`src/rtl/reg_file_2r1w_if.sv`:
```
// Bus bundle for reg_file_2r1w: clear/busy control, one write port and two
// registered read ports.
interface reg_file_2r1w_if #(
    parameter int DATA_W = 8,
    parameter int ADDR_W = 4
);
    logic              clear;
    logic              busy;
    logic              we;
    logic [ADDR_W-1:0] wa;
    logic [DATA_W-1:0] wd;
    logic              re1;
    logic [ADDR_W-1:0] a1;
    logic              re2;
    logic [ADDR_W-1:0] a2;
    logic [DATA_W-1:0] rd1;
    logic [DATA_W-1:0] rd2;
    logic              rvalid1;
    logic              rvalid2;

    modport master (
        output clear, we, wa, wd, re1, a1, re2, a2,
        input  busy, rd1, rd2, rvalid1, rvalid2
    );

    modport slave (
        input  clear, we, wa, wd, re1, a1, re2, a2,
        output busy, rd1, rd2, rvalid1, rvalid2
    );
endinterface

```
`src/rtl/reg_file_2r1w.sv`:
```
// Two-read/one-write register file with write-first bypass, registered reads
// and a one-entry-per-cycle clear sweep started by reset or a clear request.
module reg_file_2r1w #(
    parameter int DATA_W    = 8,
    parameter int ADDR_W    = 4,
    parameter int ZERO_REG0 = 0
) (
    input  logic            clock,
    input  logic            reset,
    reg_file_2r1w_if.slave  bus
);
    localparam int DEPTH = 2 ** ADDR_W;

    typedef enum logic {
        S_CLEAR,
        S_IDLE
    } state_t;

    state_t            r_state;
    state_t            w_state_nxt;
    logic [ADDR_W-1:0] r_ptr;
    logic [ADDR_W-1:0] w_ptr_nxt;

    logic [DATA_W-1:0] r_mem [DEPTH];

    logic [DATA_W-1:0] r_rd1;
    logic [DATA_W-1:0] r_rd2;
    logic              r_rvalid1;
    logic              r_rvalid2;

    logic              w_idle;
    logic              w_wr_en;
    logic              w_rd1_en;
    logic              w_rd2_en;
    logic [DATA_W-1:0] w_rd1_nxt;
    logic [DATA_W-1:0] w_rd2_nxt;

    // ---------------- sweep FSM ----------------
    always_ff @(posedge clock) begin
        if (reset) begin
            r_state <= S_CLEAR;
            r_ptr   <= '0;
        end else begin
            r_state <= w_state_nxt;
            r_ptr   <= w_ptr_nxt;
        end
    end

    always_comb begin
        w_state_nxt = r_state;
        w_ptr_nxt   = r_ptr;
        case (r_state)
            S_CLEAR: begin
                w_ptr_nxt = r_ptr + ADDR_W'(1);
                if (r_ptr == ADDR_W'(DEPTH - 1)) begin
                    w_state_nxt = S_IDLE;
                end
            end
            S_IDLE: begin
                if (bus.clear) begin
                    w_state_nxt = S_CLEAR;
                    w_ptr_nxt   = '0;
                end
            end
            default: begin
                w_state_nxt = S_CLEAR;
                w_ptr_nxt   = '0;
            end
        endcase
    end

    // ---------------- access qualification ----------------
    always_comb begin
        w_idle   = (r_state == S_IDLE);
        w_wr_en  = w_idle && bus.we && !((ZERO_REG0 != 0) && (bus.wa == '0));
        w_rd1_en = w_idle && bus.re1;
        w_rd2_en = w_idle && bus.re2;
    end

    // Write-first bypass, then the hardwired-zero override wins over both.
    always_comb begin
        w_rd1_nxt = r_mem[bus.a1];
        if (bus.we && (bus.wa == bus.a1)) begin
            w_rd1_nxt = bus.wd;
        end
        if ((ZERO_REG0 != 0) && (bus.a1 == '0)) begin
            w_rd1_nxt = '0;
        end

        w_rd2_nxt = r_mem[bus.a2];
        if (bus.we && (bus.wa == bus.a2)) begin
            w_rd2_nxt = bus.wd;
        end
        if ((ZERO_REG0 != 0) && (bus.a2 == '0)) begin
            w_rd2_nxt = '0;
        end
    end

    // ---------------- storage ----------------
    always_ff @(posedge clock) begin
        if (!reset) begin
            if (r_state == S_CLEAR) begin
                r_mem[r_ptr] <= '0;
            end else if (w_wr_en) begin
                r_mem[bus.wa] <= bus.wd;
            end
        end
    end

    // ---------------- read ports ----------------
    always_ff @(posedge clock) begin
        if (reset) begin
            r_rd1     <= '0;
            r_rd2     <= '0;
            r_rvalid1 <= 1'b0;
            r_rvalid2 <= 1'b0;
        end else begin
            r_rvalid1 <= w_rd1_en;
            r_rvalid2 <= w_rd2_en;
            if (w_rd1_en) begin
                r_rd1 <= w_rd1_nxt;
            end
            if (w_rd2_en) begin
                r_rd2 <= w_rd2_nxt;
            end
        end
    end

    assign bus.busy    = (r_state == S_CLEAR);
    assign bus.rd1     = r_rd1;
    assign bus.rd2     = r_rd2;
    assign bus.rvalid1 = r_rvalid1;
    assign bus.rvalid2 = r_rvalid2;

endmodule
```
`src/flat_wrapper.sv`:
```
// flat-port wrapper written by rule: the top's interface ports become plain ports
module reg_file_2r1w_flat 
#(
    parameter int DATA_W    = 8,
    parameter int ADDR_W    = 4,
    parameter int ZERO_REG0 = 0
)
  (clock, reset, bus_clear, bus_we, bus_wa, bus_wd, bus_re1, bus_a1, bus_re2, bus_a2, bus_busy, bus_rd1, bus_rd2, bus_rvalid1, bus_rvalid2);
  reg_file_2r1w_if #(.DATA_W(DATA_W), .ADDR_W(ADDR_W)) bus_i ();
  input  logic clock;
  input  logic reset;
  input wire logic [$bits(bus_i.clear)-1:0] bus_clear;
  input wire logic [$bits(bus_i.we)-1:0] bus_we;
  input wire logic [$bits(bus_i.wa)-1:0] bus_wa;
  input wire logic [$bits(bus_i.wd)-1:0] bus_wd;
  input wire logic [$bits(bus_i.re1)-1:0] bus_re1;
  input wire logic [$bits(bus_i.a1)-1:0] bus_a1;
  input wire logic [$bits(bus_i.re2)-1:0] bus_re2;
  input wire logic [$bits(bus_i.a2)-1:0] bus_a2;
  output wire logic [$bits(bus_i.busy)-1:0] bus_busy;
  output wire logic [$bits(bus_i.rd1)-1:0] bus_rd1;
  output wire logic [$bits(bus_i.rd2)-1:0] bus_rd2;
  output wire logic [$bits(bus_i.rvalid1)-1:0] bus_rvalid1;
  output wire logic [$bits(bus_i.rvalid2)-1:0] bus_rvalid2;
  assign bus_i.clear = bus_clear;
  assign bus_i.we = bus_we;
  assign bus_i.wa = bus_wa;
  assign bus_i.wd = bus_wd;
  assign bus_i.re1 = bus_re1;
  assign bus_i.a1 = bus_a1;
  assign bus_i.re2 = bus_re2;
  assign bus_i.a2 = bus_a2;
  assign bus_busy = bus_i.busy;
  assign bus_rd1 = bus_i.rd1;
  assign bus_rd2 = bus_i.rd2;
  assign bus_rvalid1 = bus_i.rvalid1;
  assign bus_rvalid2 = bus_i.rvalid2;
  reg_file_2r1w #(.DATA_W(DATA_W), .ADDR_W(ADDR_W), .ZERO_REG0(ZERO_REG0)) u_core (.clock(clock), .reset(reset), .bus(bus_i));
endmodule
```
`config.mk`:
```
export PLATFORM = sky130hd
export DESIGN_NAME = reg_file_2r1w_flat
export DESIGN_NICKNAME = d
export VERILOG_FILES = /design/src/rtl/reg_file_2r1w_if.sv /design/src/rtl/reg_file_2r1w.sv /design/src/flat_wrapper.sv
export SDC_FILE = /design/constraint.sdc
export NUM_CORES = 1
export LEC_CHECK = 0
export ABC_CLOCK_PERIOD_IN_PS = 4270
export CAP_MARGIN = 0
export CORE_MARGIN = 3
export CORE_UTILIZATION = 63
export CTS_CLUSTER_DIAMETER = 60
export DETAILED_ROUTE_END_ITERATION = 6
export PLACE_DENSITY = 0.84
export SYNTH_ARGS = -nofsm -noshare
export SYNTH_HDL_FRONTEND = slang
export SYNTH_SLANG_ARGS = --single-unit
```
`constraint.sdc`:
```
create_clock -name clock -period 4.27 [get_ports clock]
set_input_delay 0.427 -clock clock [delete_from_list [all_inputs] [get_ports clock]]
set_output_delay 0.427 -clock clock [all_outputs]
set_load 0.005 [all_outputs]
```
==> run metrics, run 1 <==
Max Clock Freq 308 MHz; Pre-antenna DRT Iters 5; hold path start u_core.bus.rd1[7]; worst-path cell chain and3b_1 > mux2i_4 > xnor2_1 > nor4_4 > nand2_1 > a311oi_1; RSZ-0062 raised after global routing no; Post-route DRC 0; # rows 38; Placed Area about 7700 um2; Setup violations, final 0; WS Path Type flip-flop to flip-flop; maximum capacitance violations 0; Async SR Flop Fraction 0%; antenna violations before repair 0; Post-CTS Setup Bufs 0; CTS Sinks 151; Clock Path Buffers 2; Via density 7.30; Post-Route Setup TNS 0 ns; EDFF count, synth 128; XOR/XNOR share of the synthesized area 1.22%; Mean Syn Cell Area 16.2 um2; post-synthesis mux area share 21.1%; Reg2Reg Capture Point u_core.bus.rd2[3]; die area 12,700 um2; Design Area, Final 8300 um2; CP max stage cell and3b_1; Clk Latency, worst-skew pair 0.43 ns; H-tree depth 4; final WL 18,000 um; vias in the first global route 4,433; FF+latch count, synth between 150 and 200; setup slack, reg-to-reg 1.03 ns; status complete, no violations; headroom to the max-slew limit 38.6%; Synth Area in Adders 0.175%; R2R cell count 6; Die Y 113 um; worst r2r src u_core.r_state; synthesis-to-finish area growth 15.9%; post-DR wirelength/cell 28.5 um; Worst Hold Path EP u_core.bus.rd1[7]; Hold Crit Depth 2; Netlist cell types 34; hpwl dp 11,400 um; PortBufs 44; Most used DFF post-synth edfxtp_1; CP startpoint kind flip-flop; Inserted Clock Buffers 17; Cell Area, Synth just over 7000 um2; largest net degree at the start of global routing 29; first-pass GRT wire length 27,100 um; Post-Layout Cell Count 630; placed cell count 600; Worst Path Arrival 3.57 ns; WP data required 4.60 ns; Final Cycle Share between 70 and 80%; core box area between 10,000 and 15,000 um2; compound-cell area share of the yosys netlist between 8 and 9%; Place WS ~0.94 ns; CTS root buf clkbuf_16; proportion of netlist area held by the largest area contributor around 54%; clk_skew 0.00985 ns; synth warn 0; Synth Area in Simple Gates 6.64%; Die Wd 113 um; I/O Pins 45; Cells after Synth 443; clock-pin slew on the worst setup and hold paths 0.06 ns; Max VDD drop approximately 0.00055 V; Ant. Diodes 0; worst-margin pin slew 0.919 ns; gr ovfl total 0; CTS tree yes; CP max FO 19; layout cell share with drive strength beyond 1 22.2%; power per cell area 421 nW/um2; Final WS setup 1.03 ns; Final Hold Viols 0; HP Class flip-flop to flip-flop; CP endpoint kind flip-flop; Global Route Usage Sum between 20 and 30%; antenna viol nets, final 0; Final Max Slew Viols 0; Initial DRC Count 799; leak pwr 2.50 nW; CP peak stage delay 0.75 ns; largest cells by area after synthesis edfxtp_1, mux4_2, dfxtp_1; post-CTS sizing 0; hold_buf cts 0; nets@finish ~510; syn nets 470; Final min period roughly 3.2 ns; largest family of logic cells by synthesized area multiplexers; Initial Util between 60% and 70%; post-synthesis sequential area ratio 60.1%; Vias 4,599; fin util 75.6%; leading area contributor after synthesis edfxtp_1; RePlAce Congestion 0.991
==> area by class of cell <==
cell class	count	area, um2
clock inverters	11	198
flip-flops and latches	151	4300
well taps	140	175
repair buffers	53	498
multi-input cells	253	2680
inverters	3	11.3
clock buffers	19	433
fillers	616	2680
==> synthesized netlist by cell type, types with 3 or more instances <==
cell type	count
a31oi_1	5
buf_6	3
xor2_1	4
nor2b_1	6
mux2i_4	3
nand2b_1	4
xnor2_1	6
and2_1	12
a21oi_1	4
a22oi_1	32
nand2_1	23
nor2_1	40
edfxtp_1	128
o22ai_1	3
a311oi_1	16
buf_1	6
dfxtp_1	23
a21o_1	16
clkbuf_1	20
mux4_2	64
buf_2	7
nor3b_1	3
==> stage by stage <==
stage	hold WS, ns	total power, mW
2_1_floorplan	0.492	1.81
3_3_place_gp	0.491	1.89
3_5_place_dp	0.496	1.89
4_1_cts	0.504	3.49
5_1_grt	0.526	3.57
6_report	0.504	3.49
==> flip-flops by register name (all words and copies together), names as in the netlist <==
signal	cells
u_core.r_ptr	4
u_core.r_state	1
u_core.bus.rd2	8
u_core.bus.rvalid1	1
u_core.r_mem	128
u_core.bus.rd1	8
u_core.bus.rvalid2	1
==> worst max-delay path: cells and delay by family, from the launching register on <==
family	cells	cell delay, ns
xor+xnor	1	0.13
simple gates	3	1.65
mux	1	0.38
flops	1	0.66
compound gates	1	0.31
==> cell usage in the layout, fill, tap and decap left out, types with 2 or more instances in the layout <==
cell type,n
inv_6,3
inv_1,2
xor2_1,4
nor3b_1,3
clkbuf_16,17
a21oi_1,4
nor3_1,2
xnor2_1,6
nor2_1,40
buf_4,9
mux4_2,64
nor2b_1,6
buf_2,2
nand2b_1,4
mux2i_4,3
a21o_1,16
a31oi_1,5
clkdlybuf4s50_1,42
clkbuf_1,2
nand2_1,23
and2_1,12
bufinv_16,5
nor4_4,2
a22oi_1,32
edfxtp_1,128
o22ai_1,3
dfxtp_1,23
a311oi_1,16
==> worst max path at each step <==
stage | end | slack (ns) | start | cells past startpoint
floorplan | u_core.bus.rd1[0] | 2.14 | reset | 8
global placement | u_core.bus.rd2[1] | 1.04 | bus_we | 7
detailed placement | u_core.bus.rd2[1] | 0.94 | bus_we | 7
CTS | u_core.bus.rd2[3] | 1.11 | u_core.r_state | 6
global route | u_core.bus.rd1[2] | 0.81 | u_core.r_state | 6
finish | u_core.bus.rd2[3] | 1.03 | u_core.r_state | 6
==> routing by layer <==
layer / GRT usage [%] / vias to the layer above / part of all wire (%)
met5: 0 / - / 0
met4: 14.1 / 0 / 4.5
met3: 8.14 / 65 / 12
met2: 46.1 / 375 / 48
met1: 39.8 / 2276 / 36
li1: - / 1883 / -
==> cells by family (layout without fill, tap and decap cells) <==
kind of cell | after synthesis | after routing
AO/OA/AOI/OAI | 79 | 79
flip-flops | 151 | 151
XOR/XNOR | 10 | 10
AND/OR/NAND/NOR | 96 | 96
buffers and inverters | 39 | 86
adder cells (fa/ha/maj) | 1 | 1
multiplexers | 67 | 67
==> report_power, final <==
part / internal [mW] / switching (mW) / total [mW] / leakage (nW)
Sequential: 1.60 / 0.0164 / 1.62 / 1.21
Combinational: 0.119 / 0.140 / 0.259 / 0.993
Clock: 1.03 / 0.582 / 1.62 / 0.300
Total: 2.75 / 0.739 / 3.49 / 2.50
No activity file was read; power rests on OpenSTA's default activity.
==> run 2, diff against run 1 <==
Settings changed: ABC_CLOCK_PERIOD_IN_PS 4270 to 2800, CORE_UTILIZATION 63 to 54, PLACE_DENSITY 0.84 to 0.77.
Clock period 4.27 ns to 2.8 ns, I/O delays scaled along.
==> run metrics, run 2 (same netlist as run 1, synthesis figures left out) <==
Initial Util 56.1% (-9.1 points); Inserted Clock Buffers 17 (unchanged); CP max FO 17 (-2); Ant. Diodes 0 (unchanged); most frequent cells in the layout edfxtp_1, mux4_2, clkdlybuf4s50_1; clock-pin slew on the worst setup and hold paths 0.06 ns (about the same); final WL 18,000 um (+0.18%); Die Wd 121 um (+7.6%); RSZ-0062 raised after global routing no; Post-Layout Cell Count 694 (+10%); WP data required 3.12 ns (-1.48 ns); Via density 6.68 (-8.4%); placed cell count 662 (+10%); status complete, no violations; Max Clock Freq between 400 and 500 MHz; Initial DRC Count 658 (-18%); RePlAce Congestion 0.949 (-4.2%); nets@finish 536 (+5.9%); hpwl dp 12,100 um (+6.0%); leak pwr 2.66 nW (+6.2%); HP Class flip-flop to flip-flop; CTS tree yes; Post-route DRC 0 (unchanged); Vias 4,639 (+0.87%); post-DR wirelength/cell 26.0 um (-9.1%); Top reg by flops u_core.r_mem; Worst Path Arrival 2.52 ns (-1.05 ns); CTS root buf clkbuf_16; Crit path buffers/inverters 3 (+3); Post-CTS Setup Bufs 0 (unchanged); busiest grt layer met2; GR Util met2 40.0% (-6.1 points); Final Cycle Share 78.4%; worst-path cell chain clkdlybuf4s50_1 > and3b_1 > buf_12 > mux2i_4 > xnor2_1 > nor4_4 > buf_4 > nand2_1 > a311oi_1; Pre-antenna DRT Iters 5 (unchanged); Min Hold Slack 0.496 ns (-0.00893 ns); CP peak stage delay 0.49 ns (-0.26 ns); gr ovfl total 0 (unchanged); hold_buf cts 0 (unchanged); power per cell area 589 nW/um2 (+40%); CP endpoint kind flip-flop; layout cell share with drive strength beyond 1 26.6% (+4.4 points); Setup violations, final 0 (unchanged); CP startpoint kind input port; antenna violations before repair 0 (unchanged); die area 14,700 um2 (+16%); maximum capacitance violations 0 (unchanged); synthesis-to-finish area growth 19.5%; headroom to the max-slew limit 51.3% (+13 points); core box area 12,800 um2 (+16%); largest net degree at the start of global routing 34 (+17%); I/O Pins 45 (unchanged); critical path's top delay family buffers and inverters; Clock Path Buffers 2 (unchanged); worst r2r src u_core.r_state; WS Path Type input port to flip-flop; max reg flops 128 (unchanged); Die Y 121 um (+7.6%); Final min period around 2.2 ns; Clk Latency, worst-skew pair 0.43 ns (about the same); Final Hold Viols 0 (unchanged); first-pass GRT wire length 27,400 um (+0.84%); Max VDD drop 0.000465 V (-16%); post-CTS sizing 0 (unchanged); worst-margin pin slew 0.728 ns (-0.190 ns); CP max stage cell clkdlybuf4s50_1; # rows 41 (+7.9%); met3 Usage GRT 7.93% (-0.21 points); Global Route Usage Sum 26.0% (-3.8 points); GR Layer Usage met1 34.1% (-5.6 points); CTS Sinks 151 (unchanged); vias in the first global route 4,576 (+3.2%); clk_skew 0.00865 ns (-0.00120 ns); Post-Route Setup TNS 0 ns (unchanged); H-tree depth 4 (unchanged); Crit. Startpoint bus_we; antenna viol nets, final 0 (unchanged); Final Max Slew Viols 0 (unchanged); hold path start u_core.bus.rd1[4]; commonest non-fill, non-tap cell in the layout edfxtp_1; PortBufs 44 (unchanged)
## run 2: cell types whose count changed in the layout (fill, tap and decap cells not counted), sizes merged
cell | previous run | this run
clkbuf | 19 | 17
bufinv | 5 | 2
buf | 11 | 41
inv | 6 | 4
clkinv | 1 | 10
## run 2: cell type report
cell class | instances | area, um2
Multi-Input combinational cell | 253 | 2680
Timing Repair Buffer | 83 | 786
Fill cell | 803 | 4210
Clock buffer | 17 | 425
Clock inverter | 15 | 136
Sequential cell | 151 | 4300
Tap cell | 172 | 215
Inverter | 3 | 11.3
## run 2: through the flow
stage	util, %	total power [mW]	worst slack, ns	cell area (um2)
5_1_grt	67.0	5.18	0.455	8560
4_1_cts	67.0	5.05	0.641	8560
3_3_place_gp	62.6	2.90	0.269	8000
2_1_floorplan	-	2.76	0.779	7160
6_report	67.0	5.04	0.605	8560
3_5_place_dp	62.6	2.90	0.245	8000
## run 2: routing by layer
layer  share of wire, %  up-vias
li1                   -     1944
met1                 37     2356
met2                 48      283
met3                 10       56
met4                4.4        0
met5                  0        -
## run 2: worst register-to-register path: stages, from the launching register on
cell      delay (ns)
dfxtp_1         0.34
and3b_1         0.26
buf_12          0.18
mux2i_4         0.25
xnor2_1         0.12
nor4_4          0.31
buf_4           0.25
nand2_1         0.08
a311oi_1        0.29
## run 2: report_power, final
group	leakage, nW	switching [mW]	internal, mW
Sequential	1.21	0.0216	2.44
Clock	0.273	0.876	1.29
Combinational	1.18	0.210	0.199
## run 2: final timing paths
path,slack (ns),cells after the start,to
setup reg to reg,0.62,8,u_core.bus.rd2[5]
hold / removal,0.50,2,u_core.bus.rd1[4]
setup / recovery,0.60,9,u_core.bus.rd2[5]
hold reg to reg,0.50,2,u_core.bus.rd1[4]
==> run 3, diff against run 2 <==
Settings changed: ABC_CLOCK_PERIOD_IN_PS 2800 to 1900.
Clock period 2.8 ns to 1.9 ns, I/O delays scaled along.
==> run metrics, run 3 (same netlist as run 1, synthesis figures left out) <==
status complete, but fails checks; failing checks setup timing; PortBufs 44 (unchanged); Hold Crit Depth 4 (+2); fillcell total 681 (-15%); hold path start bus_clear; first-pass GRT wire length 29,000 um (+5.9%); Final WS setup -0.322 ns (-0.927 ns); R2R cell count 9 (+1); setup slack, reg-to-reg -0.32 ns (-0.94 ns); Initial DRC Count 761 (+16%); synthesis-to-finish area growth 30.7%; CTS tree yes; Max VDD drop 0.000647 V (+39%); hpwl dp 12,800 um (+5.8%); nets@finish 585 (+9.1%); post-DR wirelength/cell 27.2 um (+5.0%); Global Route Usage Sum 27.5% (+1.4 points); gr ovfl total 0 (unchanged); commonest non-fill, non-tap cell in the layout edfxtp_1; layout cell share with drive strength beyond 1 40.1% (+13 points); total power 7.60 mW (+51%); final WL 20,200 um (+12%); Ant. Diodes 0 (unchanged); largest net degree at the start of global routing 34 (unchanged); I/O Pins 45 (unchanged); die area 14,700 um2 (unchanged); antenna violations before repair 0 (unchanged); Worst Hold Path EP u_core.r_ptr[1]; WP data required 2.22 ns (-0.90 ns); Post-route DRC 0 (unchanged); Post-Route Setup TNS -16.26 ns (-16.26 ns); antenna viol nets, final 0 (unchanged); # rows 41 (unchanged); Clock Path Buffers 2 (unchanged); maximum capacitance violations 0 (unchanged); core box area 12,800 um2 (unchanged); H-tree depth 4 (unchanged); Worst Path Arrival 2.55 ns (+0.03 ns); max reg flops 128 (unchanged); RePlAce Congestion 0.882 (-7.1%); placed cell count 702 (+6.0%); most frequent cells in the layout edfxtp_1, mux4_2, buf_4; fin util 73.3% (+6.3 points); Final Max Slew Viols 0 (unchanged); Vias 5,027 (+8.4%); Max Clock Freq 450 MHz; CP max FO 8 (-9); worst-margin pin slew 0.651 ns (-0.0773 ns); clock-pin slew on the worst setup and hold paths 0.06 ns (about the same); Design Area, Final 9360 um2 (+9.4%); WS Path Type flip-flop to flip-flop; CP endpoint kind flip-flop; Final Cycle Share 117%; Pre-antenna DRT Iters 5 (unchanged); power per cell area 812 nW/um2 (+38%); Reg2Reg Capture Point u_core.bus.rd2[6]; vias in the first global route 4,957 (+8.3%); Placed Area 8380 um2 (+4.8%); CP startpoint kind flip-flop; RSZ-0062 raised after global routing yes; Die Wd 121 um (unchanged); worst r2r src u_core.r_state; Final Hold Viols 0 (unchanged); CTS Sinks 151 (unchanged); Top reg by flops u_core.r_mem; Place WS -0.689 ns (-0.934 ns); leak pwr 2.99 nW (+12%); Clk Latency, worst-skew pair 0.43 ns (about the same); Initial Util 56.1% (unchanged); Via density 6.77 (+1.2%); HP Class input port to flip-flop; CTS root buf clkbuf_16; clk_skew 0.00819 ns (-0.000469 ns); Final min period 2.22 ns; Min Hold Slack 0.448 ns (-0.0479 ns); Inserted Clock Buffers 17 (unchanged); hold_buf cts 0 (unchanged); Die Y 121 um (unchanged); Post-Layout Cell Count 743 (+7.1%); Setup violations, final 144 (+144); headroom to the max-slew limit 56.6% (+5.3 points)
-- run 3: cell type report --
cell class / instances / area, um2 / share of cell area, %
flip-flops and latches: 151 / 4310 / 46.0
multi-input cells: 253 / 2920 / 31.1
repair buffers: 132 / 1350 / 14.4
clock buffers: 17 / 425 / 4.54
well taps: 172 / 215 / 2.30
clock inverters: 15 / 144 / 1.54
inverters: 3 / 11.3 / 0.120
-- run 3: critical path, cell delays in order (launching register included) --
cell	delay [ns]
dfxtp_2	0.33
and3b_2	0.33
mux2i_4	0.31
buf_6	0.15
xnor2_4	0.12
nor4_4	0.07
buf_4	0.16
clkbuf_16	0.16
a21o_1	0.16
a311oi_1	0.31
-- run 3: per-layer routing --
| metal | global-route usage, % | up-vias | wire length, um |
|---|---|---|---|
| met1 | 35.0 | 2509 | 7100 |
| met5 | 0 | - | 0 |
| met4 | 14.8 | 0 | 970 |
| met3 | 7.69 | 79 | 2190 |
| met2 | 43.1 | 400 | 9990 |
| li1 | - | 2039 | - |
-- run 3: what timing repair did --
action,4_1_cts,5_1_grt
buffers inserted,1,7
pin swaps,4,13
hold endpoints to repair,0,0
endpoints found under the setup margin,144,144
gates cloned,0,1
resized for setup,27,42
-- run 3: how the worst max path moves through the flow --
stage / endpoint / slack, ns / startpoint / cells after the start
after floorplan: u_core.r_mem[10][0] / -0.1 / u_core.r_state / 5
after global placement: u_core.r_mem[12][6] / -0.58 / bus_we / 5
after detailed placement: u_core.bus.rd2[6] / -0.69 / bus_we / 8
after CTS: u_core.r_mem[13][3] / -0.21 / u_core.r_state / 5
after global routing: u_core.bus.rd2[6] / -0.37 / u_core.r_state / 9
final: u_core.bus.rd2[6] / -0.32 / u_core.r_state / 9
-- run 3: power breakdown --
part	switching, mW	internal, mW	leakage (nW)
Clock	1.40	1.83	0.270
Sequential	0.0296	3.59	1.21
Combinational	0.382	0.377	1.51
